### config.mk
export PLATFORM = sky130hd
export DESIGN_NAME = fetch_unit
export DESIGN_NICKNAME = d
export VERILOG_FILES = /design/src/rtl/cpu_pkg.sv /design/src/rtl/if_id_reg.sv /design/src/rtl/fetch_unit.sv
export SDC_FILE = /design/constraint.sdc
export NUM_CORES = 1
export LEC_CHECK = 0
export ABC_AREA = 1
export BUFFER_PORTS_ARGS = -buffer_cell sky130_fd_sc_hd__buf_2
export CAP_MARGIN = 20
export CORE_MARGIN = 2
export CORE_UTILIZATION = 40
export CTS_BUF_LIST = sky130_fd_sc_hd__clkbuf_4 sky130_fd_sc_hd__clkbuf_8
export CTS_CLUSTER_DIAMETER = 40
export DETAILED_ROUTE_END_ITERATION = 8
export HOLD_SLACK_MARGIN = 0.08
export SETUP_SLACK_MARGIN = 0.5
export SKIP_CTS_REPAIR_TIMING = 1
export SLEW_MARGIN = 25
export SYNTH_ARGS = -nofsm -noshare
export SYNTH_HDL_FRONTEND = slang
export SYNTH_SLANG_ARGS = --single-unit
### constraint.sdc
create_clock -name clk_i -period 1.9 [get_ports clk_i]
set_clock_uncertainty 0.1 [all_clocks]
set_input_delay 0.57 -clock clk_i [delete_from_list [all_inputs] [get_ports clk_i]]
set_output_delay 0.57 -clock clk_i [all_outputs]
set_load 0.05 [all_outputs]
### src/rtl/cpu_pkg.sv
// cpu_pkg: shared fetch-stage types and constants.
package cpu_pkg;
  localparam int ADDR_W_DEF = 32;
  localparam int INST_W_DEF = 32;
  localparam int PC_INC = 4;
  localparam logic [INST_W_DEF-1:0] NOP_INST = '0;
  typedef enum logic [1:0] {IDLE, FETCH, HOLD} fetch_state_e;
endpackage

### src/rtl/if_id_reg.sv
// if_id_reg: IF/ID pipeline register; bubble wins over load, otherwise holds.
module if_id_reg
  import cpu_pkg::*;
#(
  parameter int ADDR_W = ADDR_W_DEF,
  parameter int INST_W = INST_W_DEF
) (
  input  logic              clk_i,
  input  logic              rst_i,
  input  logic              load,
  input  logic              bubble,
  input  logic [ADDR_W-1:0] pc_d,
  input  logic [INST_W-1:0] inst_d,
  output logic [ADDR_W-1:0] pc,
  output logic [INST_W-1:0] inst,
  output logic              valid
);
  always_ff @(posedge clk_i or negedge rst_i)
    if (!rst_i) begin
      pc    <= '0;
      inst  <= INST_W'(NOP_INST);
      valid <= 1'b0;
    end else if (bubble) begin
      inst  <= INST_W'(NOP_INST);
      valid <= 1'b0;
    end else if (load) begin
      pc    <= pc_d;
      inst  <= inst_d;
      valid <= 1'b1;
    end
endmodule

### src/rtl/fetch_unit.sv
// fetch_unit: IF stage with PC, req/ack imem handshake, skid buffer and IF/ID register.
// Optional FETCH_PERF_CNT_EN adds saturating stall/bubble counters.
module fetch_unit
  import cpu_pkg::*;
#(
  parameter int              ADDR_W   = ADDR_W_DEF,
  parameter int              INST_W   = INST_W_DEF,
  parameter logic [ADDR_W-1:0] RESET_PC = '0
) (
  input  logic              clk_i,
  input  logic              rst_i,
  input  logic              start_i,
  input  logic              stall_i,
  input  logic              flush_i,
  input  logic [ADDR_W-1:0] branch_target_i,
  output logic              imem_req_o,
  output logic [ADDR_W-1:0] imem_addr_o,
  input  logic              imem_ack_i,
  input  logic [INST_W-1:0] imem_data_i,
  output logic [ADDR_W-1:0] if_id_pc_o,
  output logic [INST_W-1:0] if_id_inst_o,
`ifdef FETCH_PERF_CNT_EN
  output logic [31:0]       stall_cnt_o,
  output logic [31:0]       bubble_cnt_o,
`endif
  output logic              if_id_valid_o
);
  fetch_state_e state, state_nx;
  logic [ADDR_W-1:0] pc, skid_pc;
  logic [INST_W-1:0] skid_inst;
  logic skid_vld, active, fl, take, ld_mem, to_skid, ld_skid, bub;

  always_ff @(posedge clk_i or negedge rst_i)
    if (!rst_i) state <= IDLE;
    else state <= state_nx;

  always_comb begin
    state_nx = state;
    if (state == IDLE) state_nx = start_i ? FETCH : IDLE;
    else if (fl || ld_skid) state_nx = FETCH;
    else if (to_skid) state_nx = HOLD;
  end

  // Flush dominates every other action once fetching has started
  always_comb begin
    imem_req_o = state == FETCH;
    active     = state != IDLE;
    fl         = active && flush_i;
    take       = imem_req_o && imem_ack_i;
    ld_mem     = !fl && take && !stall_i;
    to_skid    = !fl && take && stall_i;
    ld_skid    = !fl && state == HOLD && skid_vld && !stall_i;
    bub        = fl || (imem_req_o && !imem_ack_i && !stall_i);
  end

  always_ff @(posedge clk_i or negedge rst_i)
    if (!rst_i) begin
      pc        <= RESET_PC;
      skid_pc   <= '0;
      skid_inst <= '0;
      skid_vld  <= 1'b0;
    end else begin
      pc        <= fl ? {branch_target_i[ADDR_W-1:2], 2'b00} :
                   (ld_mem || ld_skid) ? pc + ADDR_W'(PC_INC) : pc;
      skid_pc   <= to_skid ? pc : skid_pc;
      skid_inst <= to_skid ? imem_data_i : skid_inst;
      skid_vld  <= to_skid ? 1'b1 : (fl || ld_skid) ? 1'b0 : skid_vld;
    end

  assign imem_addr_o = pc;

  if_id_reg #(.ADDR_W(ADDR_W), .INST_W(INST_W)) u_if_id (
    .clk_i  (clk_i),
    .rst_i  (rst_i),
    .load   (ld_mem || ld_skid),
    .bubble (bub),
    .pc_d   (ld_skid ? skid_pc : pc),
    .inst_d (ld_skid ? skid_inst : imem_data_i),
    .pc     (if_id_pc_o),
    .inst   (if_id_inst_o),
    .valid  (if_id_valid_o)
  );

`ifdef FETCH_PERF_CNT_EN
  always_ff @(posedge clk_i or negedge rst_i)
    if (!rst_i) begin
      stall_cnt_o  <= '0;
      bubble_cnt_o <= '0;
    end else begin
      stall_cnt_o  <= (active && stall_i && ~&stall_cnt_o) ? stall_cnt_o + 32'd1 : stall_cnt_o;
      bubble_cnt_o <= (bub && ~&bubble_cnt_o) ? bubble_cnt_o + 32'd1 : bubble_cnt_o;
    end
`endif
endmodule
[Word level (Yosys, flattened, before mapping)]
Cells that the tools add are included.
Word-level totals
  input port bits: 70
  word-level logic and storage cells: 49
  output and inout port bits: 98
  bits in registers: 164
Cells by class
  multiplexer cells: 14
  eq/ne operators: 2
  reduce and logical (&&, ||, !) cells: 23
  add/sub/neg operators: 1
  bitwise operators: 1
Operators by type and width (number)
  $mux 32: 6
  $add 32x3->32 const B: 1
  $logic_and 1x1->1: 10
  $reduce_bool 2->1: 4
  $mux 2: 3
  $mux 1: 5
  $logic_not 1->1: 3
  $logic_or 1x1->1: 3
  $reduce_bool 3->1: 1
  $eq 2x1->1 const B: 1
  $eq 2x2->1 const B: 1
  $logic_not 2->1: 1
  $reduce_and 2->1: 1
  $not 1->1: 1

[Depth between registers and ports, before layout]
Gate-level depths: netlist of run 1.
  depth in word-level cells: 9
  depth in mapped cells: 11
  gate-level depth less buffers: 10

[Modules after synthesis]
From an unflattened synthesis of run 1, not the netlist that was laid out.
Unflattened totals
  cells, all modules: 1076
  area, all modules: 7905.1 µm²
Modules (own cells, without submodules)
  fetch_unit: area an instance 5357.6 µm², seq. area each 2377.3 µm², times used 1, cells an instance 794
  if_id_reg: area an instance 2547.4 µm², seq. area each 1626.6 µm², times used 1, cells an instance 282

[Worst setup path after synthesis of run 1]
Ideal clock, no wire load.
  path type: reg-to-reg
  from: register pc[3] (netlist: imem_addr_o[3])
  to: register pc[20] (netlist: imem_addr_o[20])
  stages on the path, launching flop included: 11
  data required time: 1.682 ns
  arrival time: 1.871 ns
  path buffers: 0
  slack: -0.189 ns
  cells stage by stage: dfrtp_1 -> ha_1 -> nand2_1 -> nor2_1 -> nand2_1 -> nor2_1 -> nand3_1 -> nand2_1 -> nand2_1 -> nand2_1 -> nand2_1
On the way
  longest elaborated chain between the ends: 3
RTL lines
  start: declaration: RTL line fetch_unit.sv:29  | logic [ADDR_W-1:0] pc, skid_pc;
  start signal: assignment: RTL line fetch_unit.sv:63  | pc <= fl ? {branch_target_i[ADDR_W-1:2], 2'b00} :
  $add 32x3->32: RTL line fetch_unit.sv:64  | (ld_mem || ld_skid) ? pc + ADDR_W'(PC_INC) : pc;
  $mux 32: RTL line fetch_unit.sv:64
  $mux 32: RTL line fetch_unit.sv:63
Every way passes these cells. The select of a mux whose other input is x is not followed.
A chain may end at the register's enable or synchronous reset.

[Final worst setup path of run 1]
  from: register state[1]
  to: output imem_req_o
On the way
  longest elaborated chain between the ends: 1
RTL lines
  start: declaration: RTL line fetch_unit.sv:28  | fetch_state_e state, state_nx;
  start signal: assignment: RTL line fetch_unit.sv:35  | else state <= state_nx;
  $eq 2x1->1: RTL line fetch_unit.sv:46  | imem_req_o = state == FETCH;
  end: declaration: RTL line fetch_unit.sv:16  | output logic imem_req_o,
Every way passes these cells.

==> run metrics, run 1 <==
CP startpoint=state[1]; synthesized cell area=7610 sq um; classification of the worst setup path=flip-flop to primary output; WL/cell=13.6 um; worst min path class=primary input to flip-flop; Post-Syn Instances=999; vias in the first global route=6225; critical path cell sequence=buf_6 > inv_4 > nand2_4 > clkinvlp_4 > buf_8; Syn-to-layout area delta=37.4%; Yosys warnings=0; Min-Delay Endpoint=state[0]; CP max stage delay=0.40 ns; metal3 WL=990 um; CP max stage cell=dfrtp_1; LEAKAGE=0.00538 uW; post-route minimum period=1.96 ns; Final WS setup=-0.0593 ns; hold_sp=start_i; clk root buf=clkbuf_8; flop2flop setup slack=0.04 ns; final slew viol count=0; layout cells sized above 1=27.5%; synthesized flop and latch total=158; Area contributors post-synth=dfrtp_1 (52%), nand2_1 (17%), o21ai_0 (9.7%); worst skew pair latency=0.45 ns; metal2 WL=8.65 mm; largest net degree at the start of global routing=51; setup tns final=-0.0593 ns; Nets=1280; post-route ant nets=0; via density per instance=4.80; hold path depth=3; CP Capture Type=primary output; RSZ-0062 raised after global routing=true; Global Route Usage Sum=19.9%; Die H=142 um; status=finished with violations; # H-tree levels=4; drt pass-1 iters=5; Distinct cells, synth=27; Max-Cap Viols=0; Data arrival, critical path=1.29 ns; commonest cells after routing, fill and taps aside=nand2_1 (341), o21ai_1 (135), dfrtp_1 (130), buf_2 (82), o21ai_0 (76); first-iteration detailed-routing DRC count=318; Bufs and invs on worst path=4; n_diodes=0; CTS tree=done; Routed met1 length=9.69 mm; Worst path depth=5; critical path launch point type=flip-flop; first-pass GRT wire length=31.7 mm; CTS Buf Count=17; depth of the worst register-to-register path=11; IO Port Bufs=161; sequential area share after synthesis=52.0%; post-synth top area share=52.0%; clk buf depth=2; wirelength, routed=19.7 mm; DR DRC count=0; post-synthesis area per instance=7.62 sq um; r2r endpoint=imem_addr_o[15]; Final Hold Vio Count=0; Peak VDD IR=1100 uV; starting density of the core=40.7%; DP HPWL=14.1 mm; # clock sinks=158; Die W=142 um; most common cell after layout, fill and taps aside=nand2_1; highest routed layer=met4; P per Cell Area=1700 nW/um^2; pre-CTS setup slack=-0.0860 ns; Crit path required time=1.23 ns; die area=20100 sq um; GP Congestion=0.886; clock slew at reported path FFs=0.08 ns; area leader, netlist=dfrtp_1; total core area=18700 sq um; failing checks=negative setup slack; total gr overflow=0; Max FO, Critical Path=2; initial antenna violation count=0; crit-path leading delay family=flip-flops; Fmax achieved=0.510 GHz; final setup fails=1; Period Utilization, post-route=103%; Reg2Reg Launch Point=state[1]; DR vias=6979; I/O pin cnt=168; cell row count=50
-- sequential cells by signal, summed over array words and instances, names as in the netlist --
register / count
imem_addr_o: 30
skid_vld: 1
u_if_id.valid: 1
state: 2
skid_pc: 30
u_if_id.inst: 32
skid_inst: 32
u_if_id.pc: 30
-- cells in the mapped netlist --
cell type / number
nand2_1: 351
dfrtp_1: 158
o21ai_0: 148
nor2_1: 79
inv_1: 77
o21ai_1: 63
nand3_1: 39
clkbuf_1: 19
buf_2: 17
buf_4: 14
a21oi_1: 6
buf_6: 4
inv_2: 4
o211ai_1: 4
nor2_2: 3
a31oi_1: 2
and2_1: 1
clkbuf_2: 1
conb_1: 1
ha_1: 1
nand2_2: 1
nand4_1: 1
nor2_8: 1
nor3_1: 1
nor3_2: 1
o21a_1: 1
o22ai_1: 1
-- cell families (layout without fill, tap and decap cells) --
group           after synthesis  count (layout)  share of synthesized area (%)
buf+inv                     136             355                           8.09
fa+ha+maj                     1               1                          0.164
other cells                   1               4                         0.0493
flops                       158             158                           52.0
compound gates              225             225                           15.0
simple gates                478             478                           24.7
-- tightest hold or removal path, delay by kind of cell --
family | cells | cell delay (ns)
buffers and inverters | 1 | 0.08
AND/OR/NAND/NOR | 2 | 0.12
-- through the flow --
stage	util [%]	power [uW]	instances	hold slack, ns	instance area (sq um)
2_1_floorplan	-	11300	1002	0.174	7970
3_3_place_gp	48.6	13200	1382	0.356	9090
3_5_place_dp	48.6	13300	1382	0.368	9090
4_1_cts	51.1	16300	1413	-0.0656	9550
5_1_grt	55.9	19000	1455	0.250	10500
6_report	55.9	17800	1455	0.268	10500
-- per-layer routing --
metal  GRT usage, %  up-vias
li1               -     3615
met1           29.1     3159
met2           29.6      184
met3           4.00       21
met4           6.42        0
met5              0        -
-- how the worst max path moves through the flow --
| stage | to | slack [ns] |
|---|---|---|
| global route | imem_req_o | -0.13 |
| finish | imem_req_o | -0.06 |
| detailed placement | u_if_id.inst[26] | -0.09 |
| floorplan | imem_addr_o[22] | 0.22 |
| CTS | imem_req_o | -0.25 |
| global placement | u_if_id.pc[11] | -0.08 |
-- power breakdown --
group          leakage, uW  switching (uW)  internal (uW)
sequential         0.00198            1090           4780
combinational      0.00318            5610           3420
clock             0.000225            1280           1600
-- final cells by class --
cell class              instances  area (sq um)
clock buffers                  18           248
flip-flops and latches        158          3990
inverters                      81           337
well taps                     234           293
multi-input cells             708          3180
fillers                      1777          8250
clock inverters                13           214
repair buffers                243          2200
No activity file was read; power rests on OpenSTA's default activity.
==> run 2: changes to the inputs <==
- CELL_PAD_IN_SITES_DETAIL_PLACEMENT: default -> 1
- CELL_PAD_IN_SITES_GLOBAL_PLACEMENT: default -> 2
- CORE_UTILIZATION: 40 -> 32
- PLACE_DENSITY_LB_ADDON: default -> 0.1
==> run 2 against run 1 <==
Against the previous run: the flow still finishes with violations (negative setup slack); utilization is 3.1 points lower; flip-flop and latch count stayed put; global-route usage is 1.6 points lower; critical path type is now flip-flop to flip-flop; largest power group unchanged; highest routed layer is now met5.
==> run metrics, run 2 (synthesis gave the netlist of run 1 again) <==
worst skew pair latency=0.46 ns (about the same); DR vias=7673 (+9.9%); cell row count=56 (+12%); n_diodes=0 (unchanged); r2r endpoint=u_if_id.pc[7]; Die W=158 um (+11%); critical path launch point type=flip-flop; hold path depth=3 (unchanged); commonest cells after routing, fill and taps aside=nand2_1 (280), dfrtp_1 (128), o21ai_1 (127), buf_6 (107), buf_4 (76); I/O pin cnt=168 (unchanged); Logic pwr share=55.3% (+4.5 points); routing usage on met2=30.2% (+0.60 points); CP max stage cell=dfrtp_1; fin cells=1611 (+11%); Nets=1350 (+5.5%); critical path cell sequence=buf_6 > buf_4 > nand2_4 > nor3_4 > nand2_4 > buf_6 > buf_12 > o21ai_1 > o21ai_1; setup tns final=-0.436 ns (-0.376 ns); clock slew at reported path FFs=0.10 ns (+0.02 ns); Die H=158 um (+11%); # H-tree levels=4 (unchanged); CTS Buf Count=17 (unchanged); drt pass-1 iters=4 (-1); starting density of the core=32.5% (-8.2 points); total core area=23400 sq um (+25%); # placed instances=1470 (+6.4%); Data arrival, critical path=2.22 ns (+0.93 ns); IO Port Bufs=161 (unchanged); worst min path class=primary input to flip-flop; Filler Cell Count=2797 (+57%); WL/cell=17.8 um (+32%); post-route ant nets=0 (unchanged); P per Cell Area=1590 nW/um^2 (-6.7%); vias in the first global route=6830 (+9.7%); final slew viol count=0 (unchanged); wirelength, routed=28.7 mm (+46%); final hold slack=0.261 ns (-0.00654 ns); GR peak layer=met2; classification of the worst setup path=flip-flop to flip-flop; Min-Delay Endpoint=imem_addr_o[6]; largest net degree at the start of global routing=57 (+12%); clock share of power=13.7% (-2.5 points); first-iteration detailed-routing DRC count=298 (-6.3%); depth of the worst register-to-register path=9 (-2); RSZ-0062 raised after global routing=true; most common cell after layout, fill and taps aside=nand2_1; CP max stage delay=0.39 ns (about the same); Max FO, Critical Path=12 (+10); failing checks=negative setup slack; post-route minimum period=1.98 ns (+0.0241 ns); clk buf depth=2 (unchanged); Syn-to-layout area delta=62.3%; final setup fails=23 (+22); Final WS setup=-0.0834 ns (-0.0241 ns); Global Route Usage Sum=18.3% (-1.6 points); GP Congestion=0.768 (-13%); Net Sw Frac=47.1% (+2.2 points); die area=25000 sq um (+24%); Max-Cap Viols=0 (unchanged); DR DRC count=0 (unchanged); switching power=9240 uW (+16%); via density per instance=4.76 (-0.70%); Final Hold Vio Count=0 (unchanged); total gr overflow=0 (unchanged); Reg2Reg Launch Point=state[1]; Bufs and invs on worst path=4 (unchanged); largest registers=skid_inst (32), u_if_id.inst (32); initial antenna violation count=1 (+1); status=finished with violations; DP HPWL=16.3 mm (+16%); layout cells sized above 1=41.9% (+14 points); CP Capture Type=flip-flop; Fmax achieved=0.504 GHz (-1.2%); Pint=10400 uW (+5.8%); GR Util met1=25.2% (-3.9 points); flop2flop setup slack=-0.08 ns (-0.12 ns); Peak VDD IR=764 uV (-31%); hold_sp=branch_target_i[6]; Crit path required time=2.14 ns (+0.91 ns); LEAKAGE=0.00609 uW (+13%); Sequential Power Share=31.0% (-2.0 points); CTS tree=done; first-pass GRT wire length=35.7 mm (+13%); GR Util met3=3.31% (-0.69 points); crit-path leading delay family=buffers and inverters; clk root buf=clkbuf_8; Period Utilization, post-route=104% (+1.3 points); # clock sinks=158 (unchanged)
==> run 2: power groups by stage <==
stage / combinational [uW] / sequential, uW / clock (uW)
after floorplan: 3120 / 8180 / 0
after global placement: 7570 / 5860 / 0
after detailed placement: 7690 / 5900 / 0
after CTS: 7720 / 5840 / 2750
after global routing: 11700 / 6250 / 2900
final: 10900 / 6080 / 2680
==> run 2: area by class of cell <==
type                            count  area, sq um  area share [%]
Sequential cell                   158         3990            32.3
Multi-Input combinational cell    712         3830            31.0
Timing Repair Buffer              306         3320            26.9
Tap cell                          319          399            3.23
Inverter                           81          368            2.98
Clock buffer                       19          255            2.07
Clock inverter                     13          153            1.24
Timing Repair inverter              3         38.8           0.314
==> run 2: worst max-delay path by stage <==
stage / slack [ns] / endpoint / start / depth (start not counted)
3_3_place_gp: -0.07 / imem_addr_o[18] / flush_i / 11
3_5_place_dp: -0.09 / imem_addr_o[17] / flush_i / 11
6_report: -0.08 / u_if_id.pc[7] / state[1] / 9
2_1_floorplan: 0.22 / imem_addr_o[22] / imem_addr_o[3] / 10
5_1_grt: -0.14 / imem_req_o / state[1] / 5
4_1_cts: -0.27 / imem_req_o / state[1] / 5
==> run 2: through the flow <==
| stage | total power [uW] | cell area, sq um | setup slack (ns) | utilization (%) |
|---|---|---|---|---|
| after detailed placement | 13600 | 9210 | -0.0911 | 39.3 |
| after CTS | 16300 | 9610 | -0.267 | 41.1 |
| after floorplan | 11300 | 7970 | 0.218 | - |
| final | 19600 | 12400 | -0.0834 | 52.8 |
| after global routing | 20800 | 12400 | -0.138 | 52.8 |
| after global placement | 13400 | 9210 | -0.0735 | 39.3 |
==> run 2: layer usage <==
metal	vias to the layer above	wire length (um)	share of wire, %
li1	3756	-	-
met1	3747	13000	45
met2	140	14400	50
met3	28	925	3.2
met4	2	386	1.3
met5	-	13	0.045
==> run 2: worst reg2reg max path, cell delays in order (launching register included) <==
cell and delay [ns]:
dfrtp_1 0.39, buf_6 0.12, buf_4 0.11, nand2_4 0.05, nor3_4 0.28, nand2_4 0.20
buf_6 0.17, buf_12 0.14, o21ai_1 0.22, o21ai_1 0.10
